--- src/rtl/cp0_pkg.sv ---
// Shared definitions for the CP0 exception-request path: source indices,
// FSM state encoding, cause codes and small selection helpers.
package cp0_pkg;

    localparam int unsigned NSRC    = 3;
    localparam int unsigned SRC_IDW = 2;

    typedef logic [SRC_IDW-1:0] src_id_t;
    typedef logic [NSRC-1:0]    src_vec_t;

    localparam src_id_t SRC_TIMER = 2'd0;
    localparam src_id_t SRC_UART  = 2'd1;
    localparam src_id_t SRC_EXT   = 2'd2;

    // Cause codes CP0 latches for each source.
    localparam logic [4:0] CAUSE_TIMER = 5'd1;
    localparam logic [4:0] CAUSE_UART  = 5'd3;
    localparam logic [4:0] CAUSE_EXT   = 5'd7;

    // Encodings are fixed so the state register matches the legacy layout.
    typedef enum logic [1:0] {
        ST_IDLE    = 2'd0,
        ST_REQUEST = 2'd1,
        ST_SERVICE = 2'd2,
        ST_GAP     = 2'd3
    } exc_state_e;

    // One-hot vector for a source index; out-of-range indices give zero.
    function automatic src_vec_t src_onehot(input src_id_t id);
        src_vec_t r;
        r = '0;
        for (int unsigned i = 0; i < NSRC; i++) begin
            r[i] = (id == SRC_IDW'(i));
        end
        return r;
    endfunction

    // Fixed priority: the highest-numbered set bit wins.
    function automatic src_id_t prio_pick(input src_vec_t v);
        src_id_t r;
        r = '0;
        for (int unsigned i = 0; i < NSRC; i++) begin
            if (v[i]) begin
                r = SRC_IDW'(i);
            end
        end
        return r;
    endfunction

    // Cause code associated with a source index.
    function automatic logic [4:0] cause_of(input src_id_t id);
        logic [4:0] c;
        case (id)
            SRC_TIMER: c = CAUSE_TIMER;
            SRC_UART:  c = CAUSE_UART;
            SRC_EXT:   c = CAUSE_EXT;
            default:   c = '0;
        endcase
        return c;
    endfunction

endpackage

--- src/rtl/irq_sync_edge.sv ---
// Multi-flop synchroniser for one raw event line followed by a
// rising-edge detector producing a single-cycle pulse.
module irq_sync_edge #(
    parameter int unsigned SYNC_STAGES = 2
) (
    input  logic clk,
    input  logic rst,
    input  logic irq_raw,
    output logic irq_rise
);

    logic [SYNC_STAGES-1:0] sync_q;
    logic                   prev_q;

    // Shift the raw line through the synchroniser and remember the last synced level.
    always_ff @(posedge clk) begin
        if (rst) begin
            sync_q <= '0;
            prev_q <= 1'b0;
        end else begin
            sync_q <= {sync_q[SYNC_STAGES-2:0], irq_raw};
            prev_q <= sync_q[SYNC_STAGES-1];
        end
    end

    assign irq_rise = sync_q[SYNC_STAGES-1] & ~prev_q;

endmodule

--- src/rtl/exc_request_ctrl.sv ---
// Exception-request controller: latches synchronised peripheral events as
// pending, raises one CP0 expSrc line by fixed priority, and tracks the
// source through acceptance and ERET. All outputs are registered.
module exc_request_ctrl
    import cp0_pkg::*;
#(
    parameter int unsigned SYNC_STAGES = 2,
    parameter int unsigned ERET_GAP    = 1
) (
    input  logic       clk,
    input  logic       rst,
    input  logic [2:0] irq_in,
    input  logic [2:0] block_mask,
    input  logic       exp_block,
    input  logic       has_exp,
    input  logic       is_eret,
    input  logic       clr_lost,
    output logic [2:0] exp_src,
    output logic [2:0] pending,
    output logic [1:0] active_id,
    output logic       in_service,
    output logic [2:0] lost
);

    localparam int unsigned GAP_W = $clog2(ERET_GAP + 1);

    exc_state_e       state, state_nxt;
    logic [GAP_W-1:0] gap_cnt, gap_nxt;
    src_vec_t         exp_src_nxt;
    src_id_t          active_id_nxt;
    logic             in_service_nxt;

    src_vec_t         edge_det;
    src_vec_t         svc_mask;
    src_vec_t         eligible;
    src_vec_t         eret_clr;
    src_vec_t         lost_set;
    logic             active_masked;

    for (genvar i = 0; i < NSRC; i++) begin : g_src
        irq_sync_edge #(
            .SYNC_STAGES(SYNC_STAGES)
        ) u_sync (
            .clk     (clk),
            .rst     (rst),
            .irq_raw (irq_in[i]),
            .irq_rise(edge_det[i])
        );
    end

    // Derive eligibility, the ERET clear vector and newly lost events.
    always_comb begin
        svc_mask      = in_service ? src_onehot(active_id) : '0;
        eligible      = pending & ~block_mask & {NSRC{~exp_block}} & ~svc_mask;
        eret_clr      = ((state == ST_SERVICE) && is_eret) ? src_onehot(active_id) : '0;
        // A set coinciding with the ERET clear is a fresh event, not a lost one.
        lost_set      = edge_det & pending & ~eret_clr;
        active_masked = exp_block | (|(block_mask & src_onehot(active_id)));
    end

    // Next-state and next-output logic for the request FSM.
    always_comb begin
        state_nxt      = state;
        gap_nxt        = gap_cnt;
        exp_src_nxt    = exp_src;
        active_id_nxt  = active_id;
        in_service_nxt = in_service;
        case (state)
            ST_IDLE: begin
                if (|eligible) begin
                    active_id_nxt = prio_pick(eligible);
                    exp_src_nxt   = src_onehot(prio_pick(eligible));
                    state_nxt     = ST_REQUEST;
                end
            end
            ST_REQUEST: begin
                if (has_exp) begin
                    exp_src_nxt    = '0;
                    in_service_nxt = 1'b1;
                    state_nxt      = ST_SERVICE;
                end else if (active_masked) begin
                    exp_src_nxt = '0;
                    state_nxt   = ST_IDLE;
                end
            end
            ST_SERVICE: begin
                if (is_eret) begin
                    in_service_nxt = 1'b0;
                    gap_nxt        = GAP_W'(ERET_GAP);
                    state_nxt      = ST_GAP;
                end
            end
            ST_GAP: begin
                // The decrement that reaches zero is also the exit edge, so
                // GAP lasts exactly ERET_GAP cycles.
                if (gap_cnt <= GAP_W'(1)) begin
                    gap_nxt   = '0;
                    state_nxt = ST_IDLE;
                end else begin
                    gap_nxt = gap_cnt - GAP_W'(1);
                end
            end
            default: begin
                state_nxt      = ST_IDLE;
                gap_nxt        = '0;
                exp_src_nxt    = '0;
                in_service_nxt = 1'b0;
            end
        endcase
    end

    // Register FSM state and the request-facing outputs.
    always_ff @(posedge clk) begin
        if (rst) begin
            state      <= ST_IDLE;
            gap_cnt    <= '0;
            exp_src    <= '0;
            active_id  <= '0;
            in_service <= 1'b0;
        end else begin
            state      <= state_nxt;
            gap_cnt    <= gap_nxt;
            exp_src    <= exp_src_nxt;
            active_id  <= active_id_nxt;
            in_service <= in_service_nxt;
        end
    end

    // Track pending events (set beats ERET clear) and sticky lost flags (new event beats clear).
    always_ff @(posedge clk) begin
        if (rst) begin
            pending <= '0;
            lost    <= '0;
        end else begin
            pending <= (pending & ~eret_clr) | edge_det;
            lost    <= (lost & ~{NSRC{clr_lost}}) | lost_set;
        end
    end

endmodule

--- config.mk ---
export PLATFORM = sky130hd
export DESIGN_NAME = exc_request_ctrl
export DESIGN_NICKNAME = d
export VERILOG_FILES = /design/src/rtl/cp0_pkg.sv /design/src/rtl/irq_sync_edge.sv /design/src/rtl/exc_request_ctrl.sv
export SDC_FILE = /design/constraint.sdc
export NUM_CORES = 1
export LEC_CHECK = 0
export ABC_AREA = 1
export BUFFER_PORTS_ARGS = -buffer_cell sky130_fd_sc_hd__buf_2
export CAP_MARGIN = 5
export CORE_ASPECT_RATIO = 1.25
export CORE_MARGIN = 2
export CORE_UTILIZATION = 50
export DETAILED_ROUTE_END_ITERATION = 8
export GPL_ROUTABILITY_DRIVEN = 0
export MAX_ROUTING_LAYER = met4
export PLACE_DENSITY = 0.81
export SYNTH_ARGS = -nofsm -noshare
export SYNTH_HDL_FRONTEND = slang
export SYNTH_SLANG_ARGS = --single-unit
--- constraint.sdc ---
create_clock -name clk -period 1.5 [get_ports clk]
set_input_delay 0.15 -clock clk [delete_from_list [all_inputs] [get_ports clk]]
set_output_delay 0.15 -clock clk [all_outputs]
set_load 0.05 [all_outputs]
* Word level (Yosys, flattened, before mapping) *
Index checks and enable logic that the tools add are counted.

cells by class
  add/subtract/negate cells = 1
  $lt $le $gt $ge = 1
  equality and inequality tests = 12
  mux-type cells = 22
  bitwise operators = 22
  reduce and logical (&&, ||, !) cells = 14

operator list
  cell                   number
  $and A3 B3 Y3          8
  $mux W2                8
  $mux W3                5
  $not A3 Y3             4
  $eq A2 B2 Y1 const B   4
  $ne A2 B2 Y1 const B   4
  $pmux W2 S4            1
  $eq A2 B1 Y1 const B   3
  $logic_not A2 Y1       3
  $or A3 B3 Y3           2
  $pmux W3 S2            1
  $reduce_and A3 Y1      2
  $reduce_bool A2 Y1     3
  $reduce_or A3 Y1       2
  $mux W1                5
  $not A1 Y1             4
  $pmux W1 S2            2
  $reduce_and A2 Y1      2
  $reduce_and A4 Y1      1
  $and A1 B1 Y1          3
  $ne A3 B3 Y1 const B   1
  $le A1 B1 Y1 const B   1
  $logic_and A1 B1 Y1    1
  $or A1 B1 Y1           1
  $sub A1 B1 Y1 const B  1

word-level totals
  flip-flop bits (word level) = 24
  output and inout port bits = 12

* Longest topological paths before layout *
Gate-level depths: netlist of run 1.

  depth in word-level cells = 11
  gate-level depth with buffers = 10

* Cells and area by module *
From an unflattened synthesis of run 1, not the netlist that was laid out.

unflattened totals
  cells, all modules = 122
  area, all modules = 940.9 µm²

by module, submodules not included
  module            times used  cells an instance  area an instance (µm²)
  exc_request_ctrl  1           92                 681.9
  irq_sync_edge     3           10                 86.3

* Worst setup path after synthesis of run 1 *
OpenSTA, ideal clock, no wires.

  kind = reg2reg
  start = reg active_id[1]
  end = reg exp_src[0]
  data arrival time = 1.491 ns
  path slack = -0.060 ns
  cell stages (with the launch flop) = 9
  path buffers = 0
  cells stage by stage = dfxtp_1 -> nand3_1 -> nand2_2 -> nand3_4 -> nand2_4 -> nand2_4 -> nand2_4 -> nand2_2 -> a21oi_2

between the ends
  word-level cells in the longest chain between the ends = 11
  elaborated cells on any way between the ends = 20
  classes of those cells = eq/ne (4); mux (7); bitwise (4); reduce/logical (5)

RTL lines
  element                 RTL line                 text
  start, declared         exc_request_ctrl.sv:20   output logic [1:0] active_id,
  start signal, assigned  exc_request_ctrl.sv:124  active_id <= active_id_nxt;
  $eq A2 B1 Y1            cp0_pkg.sv:33            r[i] = (id == SRC_IDW'(i));
  $mux W3                 exc_request_ctrl.sv:53   svc_mask = in_service ? src_onehot(active_id) : '0;
  $not A3 Y3              exc_request_ctrl.sv:54   eligible = pending & ~block_mask & {NSRC{~exp_block}} & ~svc_mask;
  $and A3 B3 Y3           exc_request_ctrl.sv:54
  $mux W1                 cp0_pkg.sv:43            if (v[i]) begin
  $mux W2                 cp0_pkg.sv:43
  $mux W2                 exc_request_ctrl.sv:70   if (|eligible) begin
  $mux W2                 exc_request_ctrl.sv:68   case (state)
  $logic_not A2 Y1        cp0_pkg.sv:33
  $mux W3                 exc_request_ctrl.sv:70
  $pmux W3 S2             exc_request_ctrl.sv:68
  end signal, assigned    exc_request_ctrl.sv:123  exp_src <= exp_src_nxt;
  end, declared           exc_request_ctrl.sv:18   output logic [2:0] exp_src,

Several ways; a longest one is shown, not always the timed one. The select of a mux whose other input is x is not followed.
A chain may end at the register's enable or synchronous reset.

==> results of run 1 <==
-- layout make-up --
type	instances	area, µm²	share of cell area (%)
clock inverters	1	5.00	0.434
clock buffers	3	22.5	1.95
flip-flops and latches	23	463	40.1
inverters	19	71.3	6.18
well taps	19	23.8	2.06
multi-input cells	76	453	39.3
repair buffers	23	115	9.98
-- flip-flops by register name (all words and copies together) (netlist names), named ones only --
signal / flops
pending: 3
exp_src: 3
in_service: 1
lost: 3
g_src.u_sync.sync_q: 6
g_src.u_sync.prev_q: 3
state: 1
active_id: 2
-- worst paths after layout --
kind,cells past startpoint,startpoint,to,slack [ns]
setup / recovery,6,register,lost[1],0.13
hold / removal,3,irq_in[1],g_src[1].u_sync.sync_q[0],0.04
hold reg to reg,2,g_src[0].u_sync.sync_q[0],g_src[0].u_sync.sync_q[1],0.41
setup reg to reg,6,register,lost[1],0.13
-- critical path: cells and delay by family, from the launching register on --
| kind | cells | cell delay, ns |
|---|---|---|
| AO/OA/AOI/OAI | 2 | 0.42 |
| flip-flops | 1 | 0.38 |
| AND/OR/NAND/NOR | 3 | 0.38 |
| buffers and inverters | 1 | 0.09 |
-- cell families after synthesis --
logic type,after synthesis,synth area share [%]
and+or+nand+nor,60,34.8
DFF,23,46.9
buffers and inverters,21,8.02
AOI/OAI and AO/OA,16,10.3
-- routing by layer --
layer / up-vias / share of wire [%] / GRT usage [%]
met3: 10 / 7.2 / 2.68
met5: - / 0 / -
met1: 377 / 40 / 19.5
met2: 46 / 49 / 31.6
met4: 0 / 3.9 / 12.6
li1: 433 / - / -
-- where the power goes --
group | leakage (µW) | switching, µW | internal [µW] | total, µW
combinational | 0.000300 | 140 | 63.9 | 204
sequential | 0.000189 | 21.7 | 639 | 661
clock | 0.0000177 | 173 | 99.3 | 272
-- through the flow --
step	worst slack, ns	cell area [µm²]
final	0.127	1150
after global routing	0.0332	1150
after CTS	0.0987	1140
after detailed placement	0.131	1120
after global placement	0.289	1120
after floorplan	0.00522	985
-- Yosys cell counts --
cell type | count | share of area, %
nand4_4 | 1 | 2.2
a21oi_1 | 9 | 4.6
nor2_1 | 17 | 6.5
nand2_2 | 5 | 3.2
nor3_2 | 1 | 1.0
inv_1 | 17 | 6.5
nand2_1 | 15 | 5.7
o31ai_1 | 2 | 1.5
a21oi_2 | 3 | 2.7
or2_2 | 3 | 1.9
inv_2 | 2 | 0.76
nand3_1 | 6 | 3.1
nand3_2 | 1 | 1.0
o21a_1 | 2 | 1.5
nor2_2 | 1 | 0.64
nand4_1 | 5 | 3.2
nand2_4 | 4 | 4.6
clkbuf_1 | 1 | 0.38
buf_1 | 1 | 0.38
nand3_4 | 1 | 1.8
dfxtp_1 | 23 | 47
-- timing repair --
item                                    CTS  global route
endpoints found under the setup margin    0             1
buffers inserted                          0             0
gates resized for setup                   0             2
hold endpoints to repair                  0             0
==> flow_summary.json, run 1 <==
{
  "drive_gt1_share_pct": 36.6,
  "fill_cells": 164,
  "relSlewSlack_pct": 72.2,
  "grt_pass1_wl_um": 3170,
  "finalHoldViolCount": 0,
  "crit_slowest_cell": "dfxtp_1",
  "place_hpwl_um": 1560,
  "endpoint_kind": "register",
  "initial_core_util_pct": 54.3,
  "drt-pass1-iter-count": 4,
  "core_area_um2": 1810,
  "final_cell_mix": "23 x buf_2, 21 x dfxtp_1, 17 x inv_1, 17 x nor2_1, 15 x nand2_1",
  "ctsLongestPathBuffers": 2,
  "syn-instance-count": 120,
  "power.leakage_uw": 0.000507,
  "ys_ff_latch": 23,
  "critPathRequiredTime_ns": 1.69,
  "wl_per_cell_um": 12.3,
  "cts_buffers": 3,
  "critPathMaxFanout": 3,
  "overflow": 0,
  "die_w_um": 43.6,
  "clock-sinks": 23,
  "vias": 866,
  "rsz0062_at_grt": "no",
  "worst_pin_slew_ns": 0.415,
  "portBuffers": 23,
  "critPathKind": "reg -> reg",
  "viasPerCell": 5.28,
  "period_minus_slack_ns": 1.37,
  "outcome": "finished, final reports clean",
  "ctsHoldBuffers": 0,
  "setup_viol_count_final": 0,
  "whs_ns": 0.0366,
  "dp_cells": 160,
  "grt_max_degree": 24,
  "synth_nets": 132,
  "drt_iter0_markers": 26,
  "die_y_um": 53.6,
  "drc": 0,
  "clk_latency_ns": 0.30,
  "arrival_ns": 1.56,
  "maxCapViolations": 0,
  "ios": 24,
  "maxSlewViolCount": 0,
  "tns_ns": 0,
  "rows": 17,
  "stdcell_count": 164,
  "clock_skew_ns": 0.00357,
  "powerDensity_nw_per_um2": 985,
  "cts-root-buf": "clkbuf_4",
  "path_cells": "inv_1, nor2_1, nand2_1, o31ai_2, o21a_1, nor2_1",
  "startpoint_type": "register",
  "yosysSeqAreaShare_pct": 46.9,
  "yosys_warnings": 0,
  "h-tree-depth": 1,
  "min_period_over_period_pct": 91.5,
  "synthDistinctLibCells": 21,
  "cts_tree": "yes",
  "nets": 158,
  "timing.fmax_ghz": 0.728,
  "ir_worst_vdd_mv": 0.612,
  "hp-class": "in -> reg",
  "synth_area_per_cell_um2": 8.18,
  "drtAntennaViolNets": 0,
  "wirelength_um": 2020,
  "clk_pin_slew_ns": 0.12,
  "antenna_cells": 0,
  "mostFrequentLayoutCell": "buf_2",
  "antenna_found_initial": 0,
  "synth_area_um2": 982,
  "grt_usage_pct": 18.5,
  "fin_util_pct": 63.8,
  "areaGrowthSynthToFinish_pct": 17.5,
  "fin_total_pwr_uw": 1140,
  "max_stage_delay_ns": 0.38,
  "die_area_um2": 2340,
  "crit_path_frequent_cell": "nor2_1",
  "grt_pass1_vias": 797
}
Power figures use the tool's default switching activity.
==> inputs of run 2 (changes only) <==
CORE_UTILIZATION = 46   (was 50)
PLACE_DENSITY = 0.79   (was 0.81)
SETUP_SLACK_MARGIN = 0.05   (was unset)
clock period = 1.2 ns   (was 1.5 ns; I/O delays follow)
==> run 2 against run 1 <==
  * The run now ends with negative setup slack left
  * Critical path depth grew 3
  * Die area grew 8.0%
  * First-iteration DRC count shrank 46%
  * Wire length grew 15%
  * Sequential cell count is the same
  * Fmax grew 8.9%
  * Highest routed layer unchanged
==> flow_summary.json, run 2 (synthesis gave the netlist of run 1 again) <==
{
  "outcome": "finished with violations",
  "violations": "negative setup slack",
  "die_y_um": 55.7,
  "drc": 0,
  "largest_reg_flops": 6,
  "die_w_um": 45.3,
  "antenna_found_initial": 0,
  "setup_viol_count_final": 3,
  "rr_worst_depth": 9,
  "overflow": 0,
  "r2r_start": "active_id[1]",
  "maxSlewViolCount": 0,
  "critPathMaxFanout": 7,
  "timing.fmax_ghz": 0.794,
  "worst_pin_slew_ns": 0.420,
  "clock-sinks": 23,
  "regMostFlops": "g_src.u_sync.sync_q",
  "place_hpwl_um": 1530,
  "areaGrowthSynthToFinish_pct": 40.9,
  "grt_usage_pct": 19.5,
  "ir_worst_vdd_mv": 0.966,
  "wirelength_um": 2330,
  "maxCapViolations": 0,
  "grt_pass1_wl_um": 3620,
  "antenna_cells": 0,
  "final_cell_mix": "20 x buf_2, 15 x inv_1, 15 x dfxtp_1, 13 x nor2_1, 11 x nand2_1",
  "rows": 18,
  "hold_depth": 3,
  "critPathKind": "reg -> reg",
  "fin_total_pwr_uw": 1510,
  "ctsLongestPathBuffers": 2,
  "nets": 168,
  "initial_core_util_pct": 49.0,
  "period_minus_slack_ns": 1.26,
  "cts_tree": "yes",
  "drtAntennaViolNets": 0,
  "min_period_over_period_pct": 105,
  "power.leakage_uw": 0.000583,
  "clock_skew_ns": 0.00216,
  "min_from": "irq_in[2]",
  "portBuffers": 23,
  "ios": 24,
  "cts-root-buf": "clkbuf_4",
  "viasPerCell": 5.18,
  "fin_util_pct": 69.0,
  "endpoint_kind": "register",
  "clk_pin_slew_ns": 0.12,
  "startpoint_type": "register",
  "critPathRequiredTime_ns": 1.45,
  "arrival_ns": 1.51,
  "drt_iter0_markers": 14,
  "hp-class": "in -> reg",
  "grt_pass1_vias": 863,
  "clk_latency_ns": 0.30,
  "finalHoldViolCount": 0,
  "die_area_um2": 2520,
  "drive_gt1_share_pct": 51.0,
  "core_area_um2": 2000,
  "drt-pass1-iter-count": 4,
  "rr_endpoint": "exp_src[0]",
  "powerDensity_nw_per_um2": 1090,
  "relSlewSlack_pct": 72.0,
  "mostFrequentLayoutCell": "buf_2",
  "reg2reg_setup_slack_ns": -0.06,
  "h-tree-depth": 1,
  "grt_max_degree": 24,
  "wl_per_cell_um": 13.3,
  "cts_buffers": 3,
  "vias": 906,
  "rsz0062_at_grt": "yes",
  "setup_ws_ns": -0.0601,
  "hold_path_end": "g_src[2].u_sync.sync_q[0]"
}
run 2: changes by cell type in the layout (fill, tap and decap cells not counted), moves of 3 or more:
cell     previous run  this run
nand2_1            15        11
nor2_1             17        13
buf_4               0         8
dfxtp_4             0         6
dfxtp_1            21        15
nand3_4             1         4
buf_2              23        20
nand2_4             4         7
nor2_4              0         4
run 2: worst max-delay path: stages, from the launching register on:
cell and delay (ns):
dfxtp_4 0.41, nor2_4 0.15, nand2_2 0.08, nand3_4 0.08, nand3_4 0.09, nand2_4 0.10
nand2_4 0.06, nand2_4 0.07, nand2_2 0.05, a21oi_2 0.11
run 2: worst max path at each step:
| stage | startpoint | end | slack [ns] |
|---|---|---|---|
| 3_3_place_gp | state[0] | lost[1] | 0.01 |
| 6_report | active_id[1] | exp_src[0] | -0.06 |
| 3_5_place_dp | register | lost[1] | -0.03 |
| 4_1_cts | active_id[1] | exp_src[0] | -0.01 |
| 2_1_floorplan | active_id[1] | exp_src[0] | -0.0008 |
| 5_1_grt | active_id[1] | exp_src[0] | -0.11 |
run 2: where the power goes:
part	internal, µW	switching, µW	leakage, µW
Clock	130	222	0.0000150
Combinational	126	207	0.000375
Sequential	795	33.8	0.000193
Total	1050	463	0.000583
run 2: final cells by class:
cell class	count	area, µm²
Sequential cell	23	485
Tap cell	20	25.0
Inverter	19	76.3
Clock buffer	4	26.3
Timing Repair Buffer	33	215
Multi-Input combinational cell	76	556
Fill cell	160	621
run 2: timing repair:
action,CTS,global route
hold buffers,1,0
pin swaps,9,12
gates resized for setup,16,17
hold endpoints to repair,1,0
setup buffers,3,2
setup endpoints to repair,8,10
run 2: routing by layer:
layer	share of wire [%]	track usage (%)	routed length, µm	vias up
met4	2.5	10.1	59	0
met5	0	-	0	-
met2	50	31.2	1160	30
li1	-	-	-	454
met1	44	22.0	1030	416
met3	3.7	3.90	87	6
run 2: metrics by stage:
stage               hold slack, ns   TNS, ns  instance area [µm²]  instances  setup WS [ns]
floorplan                    0.179  -0.00253                 1030        120      -0.000844
global placement             0.319         0                 1190        165        0.00964
detailed placement           0.331   -0.0425                 1190        165        -0.0288
CTS                       0.000822   -0.0136                 1310        173        -0.0136
global route               0.00320    -0.400                 1380        175         -0.110
finish                     0.00545    -0.135                 1380        175        -0.0601
==> inputs of run 3 (changes only) <==
PLACE_DENSITY = 0.73   (was 0.79)
TNS_END_PERCENT = 10   (was unset)
==> run 3 against run 2 <==
  * The flow still finishes with violations (negative setup slack)
  * Final cell count down 2.3%
  * Critical path depth down 4
  * Die area unchanged
  * Sequential power about the same
  * Largest power group unchanged
==> flow_summary.json, run 3 (synthesis gave the netlist of run 1 again) <==
{
  "outcome": "finished with violations",
  "violations": "negative setup slack",
  "fill_cells": 176,
  "combinationalPowerShare_pct": 19.8,
  "startpoint_type": "register",
  "hold_depth": 3,
  "critPathMaxFanout": 6,
  "rsz0062_at_grt": "yes",
  "cts-root-buf": "clkbuf_4",
  "nets": 164,
  "maxCapViolations": 0,
  "drc": 0,
  "ctsLongestPathBuffers": 2,
  "endpoint_kind": "register",
  "dpl_worst_slack_ns": -0.0624,
  "arrival_ns": 1.42,
  "ctsHoldBuffers": 0,
  "finalHoldViolCount": 0,
  "place_hpwl_um": 1570,
  "h-tree-depth": 1,
  "final_cell_mix": "23 x buf_2, 16 x inv_1, 15 x dfxtp_1, 14 x nor2_1, 12 x nand2_1",
  "critPathKind": "reg -> reg",
  "clock-sinks": 23,
  "setup_ws_ns": -0.00755,
  "grt_pass1_wl_um": 3450,
  "relSlewSlack_pct": 72.4,
  "viasPerCell": 5.15,
  "seqCellArea_um2": 483,
  "cts_buffers": 3,
  "grt_pass1_vias": 849,
  "wl_per_cell_um": 12.7,
  "initial_core_util_pct": 49.0,
  "cellInternalPower_uw": 1020,
  "powerDensity_nw_per_um2": 1100,
  "vias": 881,
  "grt_max_degree": 24,
  "min_period_over_period_pct": 101,
  "core_area_um2": 2000,
  "clk_latency_ns": 0.29,
  "critPathRequiredTime_ns": 1.42,
  "overflow": 0,
  "maxSlewViolCount": 0,
  "ios": 24,
  "clock_skew_ns": 0.00555,
  "worst_pin_slew_ns": 0.413,
  "rows": 18,
  "clk_pin_slew_ns": 0.12,
  "ir_worst_vdd_mv": 0.756,
  "switching_share_pct": 29.8,
  "drt-pass1-iter-count": 6,
  "multi_input_comb_area_um2": 546,
  "fin_total_pwr_uw": 1450,
  "antenna_found_initial": 0,
  "antenna_cells": 0,
  "portBuffers": 23,
  "sequentialPowerShare_pct": 57.4,
  "pwr-share-clk_pct": 22.8,
  "grt_usage_pct": 18.3,
  "cts_tree": "yes",
  "drtAntennaViolNets": 0,
  "power.leakage_uw": 0.000558,
  "setup_viol_count_final": 1,
  "regMostFlops": "g_src.u_sync.sync_q",
  "drive_gt1_share_pct": 49.0,
  "largest_reg_flops": 6,
  "die_w_um": 45.3,
  "hp-class": "in -> reg",
  "areaGrowthSynthToFinish_pct": 34.1,
  "rr_worst_depth": 5,
  "p_sw_uw": 431,
  "mostFrequentLayoutCell": "buf_2",
  "timing.fmax_ghz": 0.828,
  "die_area_um2": 2520,
  "period_minus_slack_ns": 1.21,
  "drt_iter0_markers": 19,
  "wirelength_um": 2170,
  "die_y_um": 55.7
}
-- run 3: changes by cell type in the layout (fill, tap and decap cells not counted), sizes merged --
cell,change
buf,-2
dlygate4sd3,-1
clkinv,+1
clkbuf,-2
-- run 3: path summary, 6_finish.rpt --
kind / from / to / slack (ns)
max: active_id[1] / state[0] / -0.008
max reg2reg: active_id[1] / state[0] / -0.008
min: irq_in[0] / g_src[0].u_sync.sync_q[0] / 0.01
min reg2reg: g_src[2].u_sync.sync_q[0] / g_src[2].u_sync.sync_q[1] / 0.41
-- run 3: routing by layer --
| layer | track usage (%) | part of all wire (%) | up-vias |
|---|---|---|---|
| met2 | 30.4 | 52 | 22 |
| met1 | 21.6 | 43 | 412 |
| li1 | - | - | 445 |
| met3 | 1.95 | 3.7 | 2 |
| met5 | - | 0 | - |
| met4 | 7.56 | 0.60 | 0 |
-- run 3: through the flow --
stage	util (%)	cell area [µm²]	hold slack, ns	setup TNS (ns)	instances
5_1_grt	65.7	1320	0.00704	-0.343	171
4_1_cts	62.7	1260	0.00776	-0.00168	170
6_report	65.7	1320	0.0132	-0.00755	171
2_1_floorplan	-	1010	0.179	-0.0112	120
3_5_place_dp	57.7	1160	0.331	-0.127	163
3_3_place_gp	57.7	1160	0.320	-0.0262	163
-- run 3: power groups by stage --
stage | logic [µW] | clock network (µW) | registers [µW]
floorplan | 135 | 0 | 889
global placement | 257 | 0 | 835
detailed placement | 263 | 0 | 837
CTS | 275 | 346 | 824
global route | 310 | 383 | 836
finish | 286 | 330 | 830
-- run 3: what timing repair did --
item                                    in CTS  in global routing
pin swaps                                    5                  8
endpoints found under the setup margin       9                 12
buffers inserted                             3                  1
gates cloned                                 0                  0
resized for setup                           11                 12
-- run 3: cell type report --
cell class | count | share of cell area (%)
multi-input combinational | 76 | 41.4
sequential | 23 | 36.7
timing repair buffer | 29 | 12.2
inverter | 19 | 5.79
tap | 20 | 1.90
clock buffer | 3 | 1.71
clock inverter | 1 | 0.380
-- run 3: critical path, stage by stage (launching register included) --
cell     delay [ns]
dfxtp_4        0.44
buf_4          0.16
nand3_1        0.12
nand4_4        0.15
nand4_1        0.11
a21oi_1        0.16
